`src/rtl/i2s_clk_gen.sv`:
```
// I2S/TDM clock generator: derives SCKI, BCK and LRCK/frame-sync from mck and exports bit/slot position.
// Optional frame counter output enabled by defining I2S_CLK_GEN_FRAME_CNT_EN.
module i2s_clk_gen #(
  parameter int unsigned SCKI_DIV_LOG2 = 0,
  parameter int unsigned SLOT_BITS     = 32,
  parameter int unsigned CHANNELS      = 2,
  parameter logic [1:0]  BCK_SEL_RST   = 2'd1
) (
  input  logic                                                mck,
  input  logic                                                reset,
  input  logic                                                en,
  input  logic [1:0]                                          bck_sel,
  output logic                                                scki,
  output logic                                                bck,
  output logic                                                lrck,
  output logic                                                frame_start,
  output logic [((CHANNELS > 2) ? $clog2(CHANNELS) : 1)-1:0] slot_idx,
  output logic [$clog2(SLOT_BITS)-1:0]                        bit_idx,
  output logic [1:0]                                          sel_active
`ifdef I2S_CLK_GEN_FRAME_CNT_EN
  ,
  output logic [15:0]                                         frame_cnt
`endif
);

  localparam int SW  = (CHANNELS > 2) ? $clog2(CHANNELS) : 1;
  localparam int BW  = $clog2(SLOT_BITS);
  localparam int SCW = (SCKI_DIV_LOG2 > 0) ? SCKI_DIV_LOG2 : 1;
  localparam logic [SCW-1:0] SC_LAST   = SCW'((1 << SCKI_DIV_LOG2) - 1);
  localparam logic [BW-1:0]  BIT_LAST  = BW'(SLOT_BITS - 1);
  localparam logic [SW-1:0]  SLOT_LAST = SW'(CHANNELS - 1);

  logic           run_q, run_d;
  logic           scki_q, scki_d;
  logic [SCW-1:0] scnt_q, scnt_d;
  logic [5:0]     div_q, div_d;
  logic           bck_q, bck_d;
  logic           lrck_q, lrck_d;
  logic           fs_q, fs_d;
  logic [SW-1:0]  slot_q, slot_d;
  logic [BW-1:0]  bit_q, bit_d;
  logic [1:0]     sel_q, sel_d;
  logic [15:0]    fcnt_q, fcnt_d;

  logic [6:0]     two_h, last, half_m1;

  // Stereo: lrck follows slot parity. TDM: one-slot-wide sync pulse in slot 0.
  function automatic logic lrck_of(input logic [SW-1:0] s);
    if (CHANNELS == 2) return s[0];
    else               return (s == '0);
  endfunction

  always_comb begin
    two_h   = 7'd4 << sel_q;
    last    = two_h - 7'd1;
    half_m1 = (two_h >> 1) - 7'd1;
  end

  always_comb begin
    run_d  = run_q;
    scki_d = scki_q;
    scnt_d = scnt_q;
    div_d  = div_q;
    bck_d  = bck_q;
    lrck_d = lrck_q;
    fs_d   = 1'b0;
    slot_d = slot_q;
    bit_d  = bit_q;
    sel_d  = sel_q;
    fcnt_d = fcnt_q;
    if (!en) begin
      run_d  = 1'b0;
      scki_d = 1'b0;
      scnt_d = '0;
      div_d  = '0;
      bck_d  = 1'b0;
      lrck_d = 1'b0;
      slot_d = '0;
      bit_d  = '0;
      sel_d  = BCK_SEL_RST;
      fcnt_d = '0;
    end else begin
      run_d = 1'b1;
      if (scnt_q == SC_LAST) begin
        scnt_d = '0;
        scki_d = ~scki_q;
      end else begin
        scnt_d = scnt_q + 1'b1;
      end
      if (!run_q) begin
        // First enabled edge: idle counts as the falling edge of bit 0, slot 0.
        sel_d  = bck_sel;
        fs_d   = 1'b1;
        div_d  = 6'd1;
        bck_d  = 1'b0;
        bit_d  = '0;
        slot_d = '0;
        lrck_d = lrck_of('0);
      end else if ({1'b0, div_q} == last) begin
        div_d = '0;
        bck_d = 1'b0;
        if (bit_q == BIT_LAST) begin
          bit_d = '0;
          if (slot_q == SLOT_LAST) begin
            // Ratio changes only here, so the new H starts with a full low phase.
            slot_d = '0;
            fs_d   = 1'b1;
            sel_d  = bck_sel;
          end else begin
            slot_d = slot_q + 1'b1;
          end
          lrck_d = lrck_of(slot_d);
        end else begin
          bit_d = bit_q + 1'b1;
        end
      end else begin
        div_d = div_q + 6'd1;
        if ({1'b0, div_q} == half_m1) bck_d = 1'b1;
      end
      if (fs_d) fcnt_d = fcnt_q + 16'd1;
    end
  end

  always_ff @(posedge mck or posedge reset) begin
    if (reset) begin
      run_q  <= 1'b0;
      scki_q <= 1'b0;
      scnt_q <= '0;
      div_q  <= '0;
      bck_q  <= 1'b0;
      lrck_q <= 1'b0;
      fs_q   <= 1'b0;
      slot_q <= '0;
      bit_q  <= '0;
      sel_q  <= BCK_SEL_RST;
      fcnt_q <= '0;
    end else begin
      run_q  <= run_d;
      scki_q <= scki_d;
      scnt_q <= scnt_d;
      div_q  <= div_d;
      bck_q  <= bck_d;
      lrck_q <= lrck_d;
      fs_q   <= fs_d;
      slot_q <= slot_d;
      bit_q  <= bit_d;
      sel_q  <= sel_d;
      fcnt_q <= fcnt_d;
    end
  end

  assign scki        = scki_q;
  assign bck         = bck_q;
  assign lrck        = lrck_q;
  assign frame_start = fs_q;
  assign slot_idx    = slot_q;
  assign bit_idx     = bit_q;
  assign sel_active  = sel_q;

`ifdef I2S_CLK_GEN_FRAME_CNT_EN
  assign frame_cnt = fcnt_q;
`else
  logic unused_fcnt;
  assign unused_fcnt = ^fcnt_q;
`endif

endmodule

```
`config.mk`:
```
export PLATFORM = sky130hd
export DESIGN_NAME = i2s_clk_gen
export DESIGN_NICKNAME = d
export VERILOG_FILES = /design/src/rtl/i2s_clk_gen.sv
export SDC_FILE = /design/constraint.sdc
export NUM_CORES = 1
export LEC_CHECK = 0
export ABC_AREA = 1
export BUFFER_PORTS_ARGS = -buffer_cell sky130_fd_sc_hd__clkbuf_2
export CAP_MARGIN = 25
export CELL_PAD_IN_SITES_DETAIL_PLACEMENT = 1
export CELL_PAD_IN_SITES_GLOBAL_PLACEMENT = 2
export CORE_MARGIN = 5
export CORE_UTILIZATION = 34
export CTS_CLUSTER_SIZE = 24
export DETAILED_ROUTE_END_ITERATION = 10
export GPL_TIMING_DRIVEN = 1
export PLACE_DENSITY = 0.86
export SLEW_MARGIN = 20
export SYNTH_ARGS = -nofsm -noshare
export SYNTH_HDL_FRONTEND = slang
export SYNTH_SLANG_ARGS = --single-unit
```
`constraint.sdc`:
```
create_clock -name mck -period 4.35 [get_ports mck]
set_clock_uncertainty 0.2 [all_clocks]
set_input_delay 0.435 -clock mck [delete_from_list [all_inputs] [get_ports mck]]
set_output_delay 0.435 -clock mck [all_outputs]
set_load 0.005 [all_outputs]
```
* After elaboration in Yosys (flattened, before gate mapping)
Cells that the tools add are included.
** Word-level totals
- Flip-flop bits (word level) :: 19
- Input port bits :: 5
- Output and inout port bits :: 12
- Logic and storage cells :: 58
** Cells by class
- $add $sub $neg :: 6
- Equal/unequal tests :: 8
- Shift operators :: 1
- Mux-type cells :: 31
- Bitwise operators :: 1
- Reduce and logical (&&, ||, !) cells :: 2
** Operators by type and width (number)
- 2-to-1 mux 5 bit :: 4
- 2-to-1 mux 1 bit :: 19
- 2-to-1 mux 6 bit :: 3
- == test 6 x 7 -> 1 bit :: 2
- 2-to-1 mux 2 bit :: 5
- != test 3 x 2 -> 1 bit (second input constant) :: 3
- left shift 3 x 2 -> 7 bit (first input constant) :: 1
- subtractor 6 x 1 -> 7 bit (second input constant) :: 1
- subtractor 7 x 1 -> 7 bit (second input constant) :: 1
- adder 6 x 1 -> 6 bit (second input constant) :: 1
- adder 5 x 1 -> 5 bit (second input constant) :: 1
- == test 5 bit (second input constant) :: 1
- != test 4 x 2 -> 1 bit (second input constant) :: 1
- AND reduction 3 bit :: 1
- adder 1 bit (second input constant) :: 2
- != test 2 bit (second input constant) :: 1
- AND reduction 2 bit :: 1
- inverter 1 bit :: 1

* Logic depth before layout (Yosys ltp)
- Depth after elaboration :: 7
- Mapped depth :: 12
- Gate-level depth less buffers :: 12

* Least setup slack after synthesis
Ideal clock, no wire load.
- Path kind :: register -> register
- Start point :: reg sel_q[0] (netlist: sel_active[0])
- End point :: reg sel_q[1] (netlist: sel_active[1])
- Library setup time :: 0.065 ns
- Arrival time :: 1.673 ns
- Data required time :: 4.085 ns
- Setup slack :: 2.412 ns
- Cell stages (with the launch flop) :: 12
- Path buffers :: 1
- Clock period less this slack :: 1.938 ns
- Cells stage by stage :: dfstp_2 -> nand2_1 -> ha_1 -> inv_1 -> nand2_1 -> nand2_1 -> nor2_4 -> nand3_4 -> nand2_4 -> buf_8 -> nand3b_4 -> nand2_2
** On the way
- Longest elaborated chain between the ends :: 5
** Ends and longest elaborated chain
- from (decl) :: line 42 : logic [1:0] sel_q, sel_d;
- from (signal assigned) :: line 147 : sel_q <= sel_d;
- left shift 3 x 2 -> 7 bit :: line 54 : two_h = 7'd4 << sel_q;
- subtractor 7 x 1 -> 7 bit :: line 55 : last = two_h - 7'd1;
- == test 6 x 7 -> 1 bit :: line 99 : end else if ({1'b0, div_q} == last) begin
- != test 3 x 2 -> 1 bit (no source line)
- AND reduction 3 bit (no source line)
Every way passes these cells.
A chain may end at the register's enable or synchronous reset.

* Worst setup path in the final report
- Start point :: reg sel_q[0] (netlist: sel_active[0])
- End point :: reg slot_q (netlist: slot_idx)
** On the way
- Longest elaborated chain between the ends :: 5
** Ends and longest elaborated chain
- left shift 3 x 2 -> 7 bit :: line 54
- subtractor 7 x 1 -> 7 bit :: line 55
- == test 6 x 7 -> 1 bit :: line 99
- != test 3 x 2 -> 1 bit (no source line)
- AND reduction 2 bit (no source line)
- to (signal assigned) :: line 145 : slot_q <= slot_d;
- to (decl) :: line 40 : logic [SW-1:0] slot_q, slot_d;
Every way passes these cells.

==> flow_metrics.tcl <==
set metrics [dict create \
    hpwlAfterDp_um 1990 \
    start_kind "flip-flop" \
    drv_cap 0 \
    yosys.area_share.simple_pct 36.5 \
    first_pass_iters 4 \
    yosysUniqueCellTypes 23 \
    yosys_register_bits 18 \
    syn_area_mm2 0.00105 \
    end_kind "flip-flop" \
    synth-xor-area-share_pct 3.32 \
    slew_headroom_pct 54.1 \
    grtUsageMet1_pct 16.2 \
    synthCells 132 \
    fmax_mhz 459 \
    postCtsHoldBufs 0 \
    grt_pass1_wl_um 4220 \
    post_cts_resize_count 0 \
    p_leak_nw 0.657 \
    final_antenna_net_count 0 \
    grtUsageMet2_pct 22.0 \
    cp_data_required_time_ps 4350 \
    grt_use_total_pct 12.6 \
    clock-root-buffer "clkbuf_4" \
    outcome "complete, no violations" \
    htree_levels 1 \
    grt_start_max_net_pins 19 \
    drive_above_1_share_pct 23.3 \
    drt-initial-drc-count 43 \
    r2r_end "slot_idx" \
    total_power_w 0.000345 \
    period_needed_ps 2180 \
    synth_compound_area_share_pct 3.32 \
    yosysSeqAreaShare_pct 42.8 \
    viasPerCell 4.91 \
    ctsLongestPathBuffers 2 \
    multiInputGateArea_um2 505 \
    hold_viol 0 \
    drc_errors 0 \
    syn2layout_area_growth_pct 12.8 \
    die_w_um 65.7 \
    worstMarginPinSlew_ps 688 \
    insertion_delay_ps 300 \
    start_util_pct 35.1 \
    wl_per_cell_um 13.6 \
    finalNetCount 160 \
    r2r_cells 11 \
    globalRouteOverflowTotal 0 \
    hp-class "input port to asynchronous set/reset pin" \
    ir_drop_mv 0.101 \
    ios 17 \
    synth_fa_ha_area_share_pct 4.74 \
    top_usage_layer "met2" \
    cp_data_arrival_time_ps 2180 \
    crit_path_max_fanout 12 \
    fin_crit_sh_pct 50.1 \
    rsz0062_at_grt "false" \
    cts_tree "yes" \
    synth_top_family_by_area "simple AND/OR/NAND/NOR gates" \
    n_antenna_cell 0 \
    synth.mux.area_fraction_pct 0 \
    numCtsBuffers 3 \
    core-area_mm2 0.00300 \
    placementRows 20 \
    grt_use_met3_pct 2.22 \
    io_buffers 16 \
    cts_setup_buffers 0 \
    dieArea_mm2 0.00432 \
    place_congestion 0.778 \
    r2r_start "sel_active[0]" \
    path_class "flip-flop to flip-flop" \
    fillers 390 \
    seqCellArea_um2 452 \
    cts.reportedPaths.clkPinSlew_ps 110 \
    reg2reg_slack_ps 2170 \
    vias 899 \
    dieHeight_um 65.7 \
    syn_nets 141 \
    syn_area_per_cell_um2 7.99 \
    setup_tns_ps 0 \
    cts.sinks 18 \
    yosys_warnings 0 \
    drt-total-wl_um 2480 \
    grt_pass1_vias 939 \
    power.density_mw_per_mm2 290 \
    layout_common_cells "nand2_1 (33), inv_1 (18), dfrtp_1 (17)" \
    drv_slew 0 \
    final_common_cell "nand2_1" \
    antenna_found_initial 0 \
    setup_viol 0 \
]
-- final cells by class --
| type | instances | area share (%) |
|---|---|---|
| tap | 33 | 3.47 |
| timing repair buffer | 16 | 6.73 |
| multi-input combinational | 92 | 42.5 |
| sequential | 18 | 38.0 |
| inverter | 20 | 6.31 |
| clock buffer | 4 | 3.05 |
-- per-layer routing --
metal | vias up | part of all wire [%]
met3 | 2 | 3.2
met2 | 19 | 50
met1 | 432 | 47
met4 | 0 | 0.32
li1 | 446 | -
met5 | - | 0
-- Yosys cell counts --
master    number  share of area, %
nand2_1       33                12
inv_1         18               6.4
dfrtp_1       17                40
nor2_1        16               5.7
nand3_1       10               4.7
a21oi_1        6               2.8
ha_1           4               4.7
xor2_1         4               3.3
nand2_2        3               1.8
nand4_1        3               1.8
nor3_1         3               1.4
inv_2          2              0.71
nand3_2        2               1.9
or2_2          2               1.2
buf_4          1              0.71
buf_8          1               1.4
dfstp_2        1               2.5
nand2_4        1               1.1
nand3_4        1               1.7
nand3b_4       1               1.9
nor2_2         1              0.59
nor2_4         1               1.1
o21ai_0        1              0.47
-- stage by stage --
step                      hold WS (ps)  worst slack, ps  util, %  std cells  area [um^2]
after CTS                         41.9             2140     39.6        183         1190
after global placement             215             2290     38.4        179         1150
final                             5.63             2170     39.6        183         1190
after global routing              53.4             2040     39.6        183         1190
after detailed placement           222             2160     38.4        179         1150
after floorplan                    173             2410        -        132         1050
-- sequential cells by signal, indices dropped and copies added, names as in the netlist --
register and flops:
run_q 1, scki 1, frame_start 1, bit_idx 5, sel_active 2, bck 1
div_q 6, slot_idx 1
-- worst max-delay path by stage --
stage                       start       endpoint  cells past startpoint
floorplan           sel_active[0]  sel_active[1]                     11
global placement    sel_active[0]       slot_idx                     11
detailed placement  sel_active[0]       slot_idx                     11
CTS                 sel_active[0]       slot_idx                     11
global route        sel_active[0]       slot_idx                     11
finish              sel_active[0]       slot_idx                     11
-- power by group --
| part | switching [W] | internal (W) | leakage, nW | total (W) |
|---|---|---|---|---|
| clock | 0.0000541 | 0.0000510 | 0.0210 | 0.000105 |
| combinational | 0.0000364 | 0.0000207 | 0.398 | 0.0000571 |
| sequential | 0.00000844 | 0.000175 | 0.239 | 0.000183 |
| total | 0.0000990 | 0.000246 | 0.657 | 0.000345 |
-- logic make-up after synthesis --
| kind of cell | after synthesis |
|---|---|
| buffers and inverters | 22 |
| and+or+nand+nor | 77 |
| xor gates and xnor gates | 4 |
| DFF | 18 |
| adders and majority gates | 4 |
| AOI/OAI and AO/OA | 7 |
-- worst max-delay path, cell delays in order, from the launching register on --
cell,delay [ps]
dfstp_2,610
nand2_1,80
ha_1,320
inv_1,50
nand2_1,60
nand2_1,80
nor2_4,160
nand3_4,140
nand2_4,200
nand2_1,80
nand2_1,60
nand2_1,40
Note: power is estimated with default switching activity, not from simulation.
